### src/rtl/mux_rr_arbiter.sv
// Round-robin owner arbiter for a shared N:1 mux; registered grant/sel one cycle after req is sampled.
// No backpressure: req is sampled every edge, and a requester that drops req loses its turn.
module mux_rr_arbiter #(
  parameter int REQUESTERS = 4,
  parameter int SEL_WIDTH  = $clog2(REQUESTERS),
  parameter int MAX_HOLD   = 8
) (
  input  logic                  clk,
  input  logic                  rst,
  input  logic [REQUESTERS-1:0] req,
  output logic [REQUESTERS-1:0] grant,
  output logic [SEL_WIDTH-1:0]  sel,
  output logic                  busy
);

  localparam int HOLD_W = (MAX_HOLD > 0) ? $clog2(MAX_HOLD + 1) : 1;
  localparam logic [HOLD_W-1:0]    HOLD_MAX  = HOLD_W'(MAX_HOLD);
  localparam logic [SEL_WIDTH-1:0] LAST_INIT = SEL_WIDTH'(REQUESTERS - 1);

  typedef enum logic {IDLE, GRANT} state_t;

  state_t                  state, state_nxt;
  logic [REQUESTERS-1:0]   grant_nxt;
  logic [SEL_WIDTH-1:0]    sel_nxt;
  logic                    busy_nxt;
  logic [SEL_WIDTH-1:0]    last, last_nxt;
  logic [HOLD_W-1:0]       hold_cnt, hold_nxt;
  logic                    win_vld;
  logic [SEL_WIDTH-1:0]    win_idx;
  logic                    keep;

  // Search starts just after the last winner; in GRANT that is the current owner.
  always_comb begin
    int                   idx;
    logic [SEL_WIDTH-1:0] idx_s;
    idx     = 0;
    idx_s   = '0;
    win_vld = 1'b0;
    win_idx = '0;
    for (int i = 1; i <= REQUESTERS; i++) begin
      idx   = (int'(last) + i) % REQUESTERS;
      idx_s = SEL_WIDTH'(idx);
      if (!win_vld && req[idx_s]) begin
        win_vld = 1'b1;
        win_idx = idx_s;
      end
    end
  end

  assign keep = req[sel] && ((MAX_HOLD == 0) || (hold_cnt < HOLD_MAX));

  always_comb begin
    state_nxt = state;
    grant_nxt = grant;
    sel_nxt   = sel;
    busy_nxt  = busy;
    last_nxt  = last;
    hold_nxt  = hold_cnt;
    case (state)
      IDLE: begin
        if (win_vld) begin
          state_nxt = GRANT;
          grant_nxt = {{(REQUESTERS-1){1'b0}}, 1'b1} << win_idx;
          sel_nxt   = win_idx;
          busy_nxt  = 1'b1;
          last_nxt  = win_idx;
          hold_nxt  = (MAX_HOLD != 0) ? HOLD_W'(1) : '0;
        end
      end
      GRANT: begin
        if (keep) begin
          if (MAX_HOLD != 0) hold_nxt = hold_cnt + 1'b1;
        end else if (win_vld) begin
          // Direct handoff (possibly back to the same owner) keeps grant continuous.
          grant_nxt = {{(REQUESTERS-1){1'b0}}, 1'b1} << win_idx;
          sel_nxt   = win_idx;
          last_nxt  = win_idx;
          hold_nxt  = (MAX_HOLD != 0) ? HOLD_W'(1) : '0;
        end else begin
          state_nxt = IDLE;
          grant_nxt = '0;
          busy_nxt  = 1'b0;
          hold_nxt  = '0;
        end
      end
      default: state_nxt = IDLE;
    endcase
  end

  always_ff @(posedge clk or posedge rst) begin
    if (rst) begin
      state    <= IDLE;
      grant    <= '0;
      sel      <= '0;
      busy     <= 1'b0;
      last     <= LAST_INIT;
      hold_cnt <= '0;
    end else begin
      state    <= state_nxt;
      grant    <= grant_nxt;
      sel      <= sel_nxt;
      busy     <= busy_nxt;
      last     <= last_nxt;
      hold_cnt <= hold_nxt;
    end
  end

endmodule

### config.mk
export PLATFORM = sky130hd
export DESIGN_NAME = mux_rr_arbiter
export DESIGN_NICKNAME = d
export VERILOG_FILES = /design/src/rtl/mux_rr_arbiter.sv
export SDC_FILE = /design/constraint.sdc
export NUM_CORES = 1
export LEC_CHECK = 0
export BUFFER_PORTS_ARGS = -buffer_cell sky130_fd_sc_hd__buf_4
export CAP_MARGIN = 5
export CORE_MARGIN = 3
export CORE_UTILIZATION = 30
export DETAILED_ROUTE_END_ITERATION = 16
export GPL_TIMING_DRIVEN = 0
export PLACE_DENSITY_LB_ADDON = 0.15
export SLEW_MARGIN = 10
export SYNTH_ARGS = -nofsm -noshare
export SYNTH_HDL_FRONTEND = slang
export SYNTH_SLANG_ARGS = --single-unit
### constraint.sdc
create_clock -name clk -period 1.5 [get_ports clk]
set_clock_uncertainty 0.05 [all_clocks]
set_input_delay 0.3 -clock clk [delete_from_list [all_inputs] [get_ports clk]]
set_output_delay 0.3 -clock clk [all_outputs]
set_load 0.05 [all_outputs]
==> results of run 1 <==
## stage by stage
stage | instance area (um^2) | setup TNS [ps]
2_1_floorplan | 846 | -913
3_3_place_gp | 973 | -1700
3_5_place_dp | 973 | -1890
4_1_cts | 1050 | -602
5_1_grt | 1070 | -912
6_report | 1070 | -439
## per-layer routing
| layer | global-route usage (%) | wire, um | vias up |
|---|---|---|---|
| met3 | 4.68 | 58 | 2 |
| met4 | 1.99 | 10 | 0 |
| met2 | 20.6 | 959 | 11 |
| met1 | 15.6 | 855 | 356 |
| met5 | 0 | 0 | - |
| li1 | - | - | 334 |
## worst max-delay path by stage
stage / endpoint / depth (start not counted) / start
2_1_floorplan: hold_cnt[2] / 4 / sel[0]
3_3_place_gp: hold_cnt[2] / 7 / req[1]
3_5_place_dp: hold_cnt[2] / 7 / req[1]
4_1_cts: grant[2] / 4 / sel[0]
5_1_grt: grant[2] / 4 / sel[0]
6_report: last[0] / 5 / sel[0]
## critical path: cells and delay by family, from the launching register on
family | cells | cell delay (ps)
AOI/OAI and AO/OA | 3 | 490
muxes | 1 | 330
DFF | 1 | 450
buffers and inverters | 1 | 180
## layout make-up
cell class / count / area, um^2 / share of cell area, %
clock buffers: 4 / 36.3 / 3.40
inverters: 6 / 25.0 / 2.34
repair buffers: 15 / 116 / 10.9
plain buffers: 1 / 11.3 / 1.06
well taps: 30 / 37.5 / 3.52
flip-flops and latches: 14 / 357 / 33.4
multi-input cells: 59 / 484 / 45.4
## power by group through the flow
stage | registers (uW) | logic, uW | clock network [uW]
after floorplan | 900 | 571 | 0
after global placement | 679 | 1060 | 0
after detailed placement | 680 | 1070 | 0
after CTS | 671 | 1180 | 291
after global routing | 697 | 1320 | 319
final | 672 | 1230 | 278
## registers in the layout, indices dropped and copies added (netlist names)
register  count
grant         4
hold_cnt      4
last          2
sel           2
busy          1
state         1
## timing repair
item	4_1_cts	5_1_grt
endpoints found under the setup margin	9	13
buffers inserted	3	0
endpoints found under the hold margin	0	0
gates resized for setup	6	7
pin swaps	3	7
## kinds of logic (layout without fill, tap and decap cells)
logic type / Yosys count / count (layout)
multiplexers: 3 / 3
buffers and inverters: 7 / 26
flip-flops: 14 / 14
AND/OR/NAND/NOR: 25 / 25
adder cells (fa/ha/maj): 2 / 2
AO/OA/AOI/OAI: 29 / 29
## cells in the final DEF, fill, tap and decap left out, types with 2 or more instances in the layout
cell type	n
nand2b_1	2
inv_1	5
buf_4	14
nor2_1	6
o21a_1	2
nand2_1	5
dfstp_2	2
a31oi_1	3
dfrtp_2	3
mux2_4	2
dfrtp_1	9
a21oi_1	4
buf_6	2
a22o_1	4
nor2b_1	2
o31ai_2	2
o21ai_1	2
clkbuf_4	3
o21ai_0	3
==> impl_metrics.yaml, run 1 <==
timing:
  max_freq_mhz: 633
  worst_pin_slew_ps: 552
  hold_viol: 0
  max_slew_margin_pct: 63.2
  hold_slack_ps: 2.86
  drv_slew: 0
  period_needed_ps: 1580
  setup_viol: 8
  rsz0062_at_grt: "yes"
  layout_setup_ws_ps: -80.9
  period_share_pct: 105
power_and_ir_drop:
  irDropWorstVdd_mv: 1.39
  power.switching_uw: 972
  p_leak_uw: 0.000483
  p_int_uw: 1200
  p_seq_share_pct: 30.9
  switching_share_pct: 44.7
  p_comb_share_pct: 56.3
  clkPwrFrac_pct: 12.8
  power_density_mw_per_mm2: 2040
  power.total_uw: 2180
logic_synthesis:
  synth.largest_area_cell: "dfrtp_1"
  ys_types: 33
  avgSynthCellArea_um2: 10.2
  syn-num-nets: 88
  synth-xor-area-share_pct: 0
  syn-cell-area_um2: 820
  synth.mux.area_fraction_pct: 6.41
  ys.flop_type: "dfrtp_1"
  yosysMostFrequentCell: "dfrtp_1"
  netlist_instances: 80
  synth_adder_area_share_pct: 3.05
  synth_area_leaders: "dfrtp_1 37%, dfstp_2 6.4%, a22o_1 4.3%"
  async_flop_share_pct: 100
  yosys.area_share.simple_pct: 16.8
  ys_seq_area_share_pct: 43.1
  synth-warning-count: 0
  synth_compound_area_share_pct: 26.6
  synth_top_area_share_pct: 36.6
  synth_common_cells: "12 x dfrtp_1, 6 x inv_1, 6 x nor2_1"
  synth_edf_count: 0
  synth_top_family_by_area: "compound AO/OA/AOI/OAI gates"
  synth-seq-cells: 14
finish:
  fin_nets: 108
  fillers: 264
  fin_util_pct: 41.9
  area_growth_pct: 30.2
  instances_no_fill: 129
  drive_above_1_share_pct: 42.4
  diodes: 0
worst_setup_path:
  critPathMaxStageDelay_ps: 450
  path_cells: "mux2_4 -> a22oi_4 -> buf_6 -> a21oi_2 -> a31oi_1"
  timing.rr.end: "last[0]"
  critPathMaxFanout: 6
  cp_slowest_cell: "dfrtp_2"
  reg2reg_setup_slack_ps: -80
  critPathLaunchType: "flop"
  required_ps: 1660
  r2r_cells: 5
  arrival_ps: 1740
  path_class: "reg2reg"
  r2r-start: "sel[0]"
  endpoint_kind: "flop"
outcome:
  violations: "setup timing"
  status: "finished with violations"
clocking:
  clkTransAtPathRegs_ps: 90
  clkLatencyLatePin_ps: 280
  cts_tree: "yes"
  clockBufferDepth: 2
  cts_buffers: 3
  cts.sinks: 14
  postCtsHoldBufs: 0
  cts_max_level: 1
  clock-root-buffer: "clkbuf_4"
global_route:
  grt_util_all_layers_pct: 12.4
  gr-total-overflow: 0
  grt_max_degree: 15
  grt_pass1_vias: 654
  antenna_found_initial: 0
  grt_pass1_wl_um: 3160
placement:
  dp_hpwl_um: 1330
  portBuffers: 12
  dp_cells: 122
  gp_congestion: 0.781
  dp_slack_ps: -300
detailed_routing:
  drc: 0
  num_vias: 703
  drt-wirelength-per-cell_um: 14.6
  drtIter0Drc: 13
  first_pass_iters: 4
  ant_nets: 0
  wirelength_um: 1880
  viasPerCell: 5.45
floorplan:
  die_h_um: 58.3
  core_mm2: 0.00254
  die_w_um: 58.3
  boundaryPins: 13
  num_rows: 18
  start_util_pct: 32.2
  dieArea_mm2: 0.00339
hold_path:
  hp-class: "in2async"
run:
  drv_cap: 0
(Power assumes the default switching activity.)
==> run 2: changes to the inputs <==
==> constraint.sdc (replaced) <==
create_clock -name clk -period 1.5 [get_ports clk]
set_clock_uncertainty 0.05 [all_clocks]
set_input_delay 0 -clock clk [delete_from_list [all_inputs] [get_ports clk]]
set_output_delay 0 -clock clk [all_outputs]
set_load 0.05 [all_outputs]
==> run 2 against run 1 <==
Compared with the run above:
- the run still ends with setup timing left
- setup slack better by 14 ps
- sequential share of layout area down 0.39 points
- sequential power about the same
- critical path depth unchanged
- die area unchanged
- global-route usage down 0.081 points
- routed wire length down 1.8%
- clock-buffer cell count down 1
- worst hold slack better by 85 ps
- critical path type unchanged
- largest cell class unchanged
- highest routed layer unchanged
==> impl_metrics.yaml, run 2 (synthesized netlist as in run 1, its figures left out) <==
global_route:
  grt_pass1_wl_um: 3230
  grt_pass1_vias: 726
  gr-total-overflow: 0
  grt_util_all_layers_pct: 12.3
  grt_max_degree: 15
  antenna_found_initial: 0
worst_setup_path:
  critPathLaunchType: "flop"
  path_class: "reg2reg"
  arrival_ps: 1680
  critPathMaxFanout: 4
  endpoint_kind: "flop"
  required_ps: 1620
detailed_routing:
  wirelength_um: 1850
  first_pass_iters: 4
  drc: 0
  drt-wirelength-per-cell_um: 14.0
  viasPerCell: 5.15
  drtIter0Drc: 12
  ant_nets: 0
  num_vias: 680
outcome:
  violations: "setup timing"
  status: "finished with violations"
power_and_ir_drop:
  p_leak_uw: 0.000502
  p_seq_share_pct: 30.2
  power.switching_uw: 971
  clkPwrFrac_pct: 9.6
  p_int_uw: 1250
  power_density_mw_per_mm2: 2050
  p_comb_share_pct: 60.3
  switching_share_pct: 43.8
  irDropWorstVdd_mv: 1.09
floorplan:
  core_mm2: 0.00254
  boundaryPins: 13
  die_h_um: 58.3
  dieArea_mm2: 0.00339
  start_util_pct: 32.2
  num_rows: 18
  die_w_um: 58.3
clocking:
  cts_max_level: 1
  clkLatencyLatePin_ps: 280
  clockBufferDepth: 2
  cts_buffers: 3
  cts_tree: "yes"
  cts.sinks: 14
  clock-root-buffer: "clkbuf_4"
  clkTransAtPathRegs_ps: 80
finish:
  postLayoutCellArea_mm2: 0.00108
  reg.largest.list: "grant (4), hold_cnt (4)"
  multi_input_area_um2: 464
  diodes: 0
  fin_nets: 112
  layout_commonest_cell: "buf_4"
  drive_above_1_share_pct: 40.2
  fillers: 263
  final_cell_mix: "15 x buf_4, 9 x dfrtp_1, 6 x nor2_1, 6 x inv_1, 5 x nand2_1"
  area_growth_pct: 31.8
  register_area_um2: 357
  instances_no_fill: 132
timing:
  period_share_pct: 104
  max_slew_margin_pct: 63.9
  hold_viol: 0
  layout_setup_ws_ps: -67.1
  rsz0062_at_grt: "yes"
  setup_viol: 6
  max_freq_mhz: 638
  period_needed_ps: 1570
  worst_pin_slew_ps: 541
  drv_slew: 0
placement:
  portBuffers: 12
  placed_area_um2: 958
  gp_congestion: 0.779
  dp_cells: 122
run:
  drv_cap: 0
hold_path:
  hp-class: "in2reg"
-- run 2: final cells by class --
type	count	area share [%]
repair buffers	19	15.3
plain buffers	1	1.04
inverters	6	2.09
well taps	30	3.48
flip-flops and latches	14	33.0
multi-input cells	59	43.0
clock buffers	3	2.09
-- run 2: power by group through the flow --
stage	sequential, uW	combinational (uW)	clock (uW)
CTS	671	1260	220
finish	669	1340	212
detailed placement	683	1060	0
global placement	679	1060	0
global route	703	1460	240
floorplan	900	569	0
-- run 2: metal layers --
layer / global-route usage [%] / share of wire [%] / vias to the layer above
li1: - / - / 340
met1: 15.3 / 43 / 327
met2: 20.4 / 52 / 11
met3: 5.35 / 4.1 / 2
met4: 1.32 / 0.87 / 0
met5: 0 / 0 / -
-- run 2: through the flow --
stage                     power (uW)  setup WS (ps)  hold WS (ps)  utilization [%]  TNS (ps)
final                           2220          -67.1          88.3             42.4      -247
after global routing            2400           -140          93.3             42.4      -900
after CTS                       2150          -70.2          81.2             41.5      -273
after detailed placement        1740           -139          38.4             37.7      -913
after global placement          1740           -135          32.3             37.7      -998
after floorplan                 1470           -153          -162                -      -912
-- run 2: worst paths after layout --
check / from / endpoint / slack [ps] / cells after the start
max in group asynchronous: rst / sel[0] / 740 / 3
worst min-delay path: req[0] / state / 90 / 3
worst max register to register: sel[0] / grant[0] / -70 / 5
worst max-delay path: sel[0] / grant[0] / -70 / 5
min in group asynchronous: rst / hold_cnt[3] / 270 / 3
worst min register to register: grant[3] / grant[3] / 450 / 1
-- run 2: critical path: stages, from the launching register on --
cell     delay [ps]
dfrtp_2         430
mux2_4          330
a22oi_4         220
buf_12          140
o21ai_4          60
a22o_1          210
-- run 2: repair_timing --
action                                 CTS  global route
hold buffers                             1             0
setup endpoints to repair                9            12
cloned                                   0             0
endpoints found under the hold margin   12             0
setup buffers                            5             1
pin swaps                                2             5
gates resized for setup                  6             7
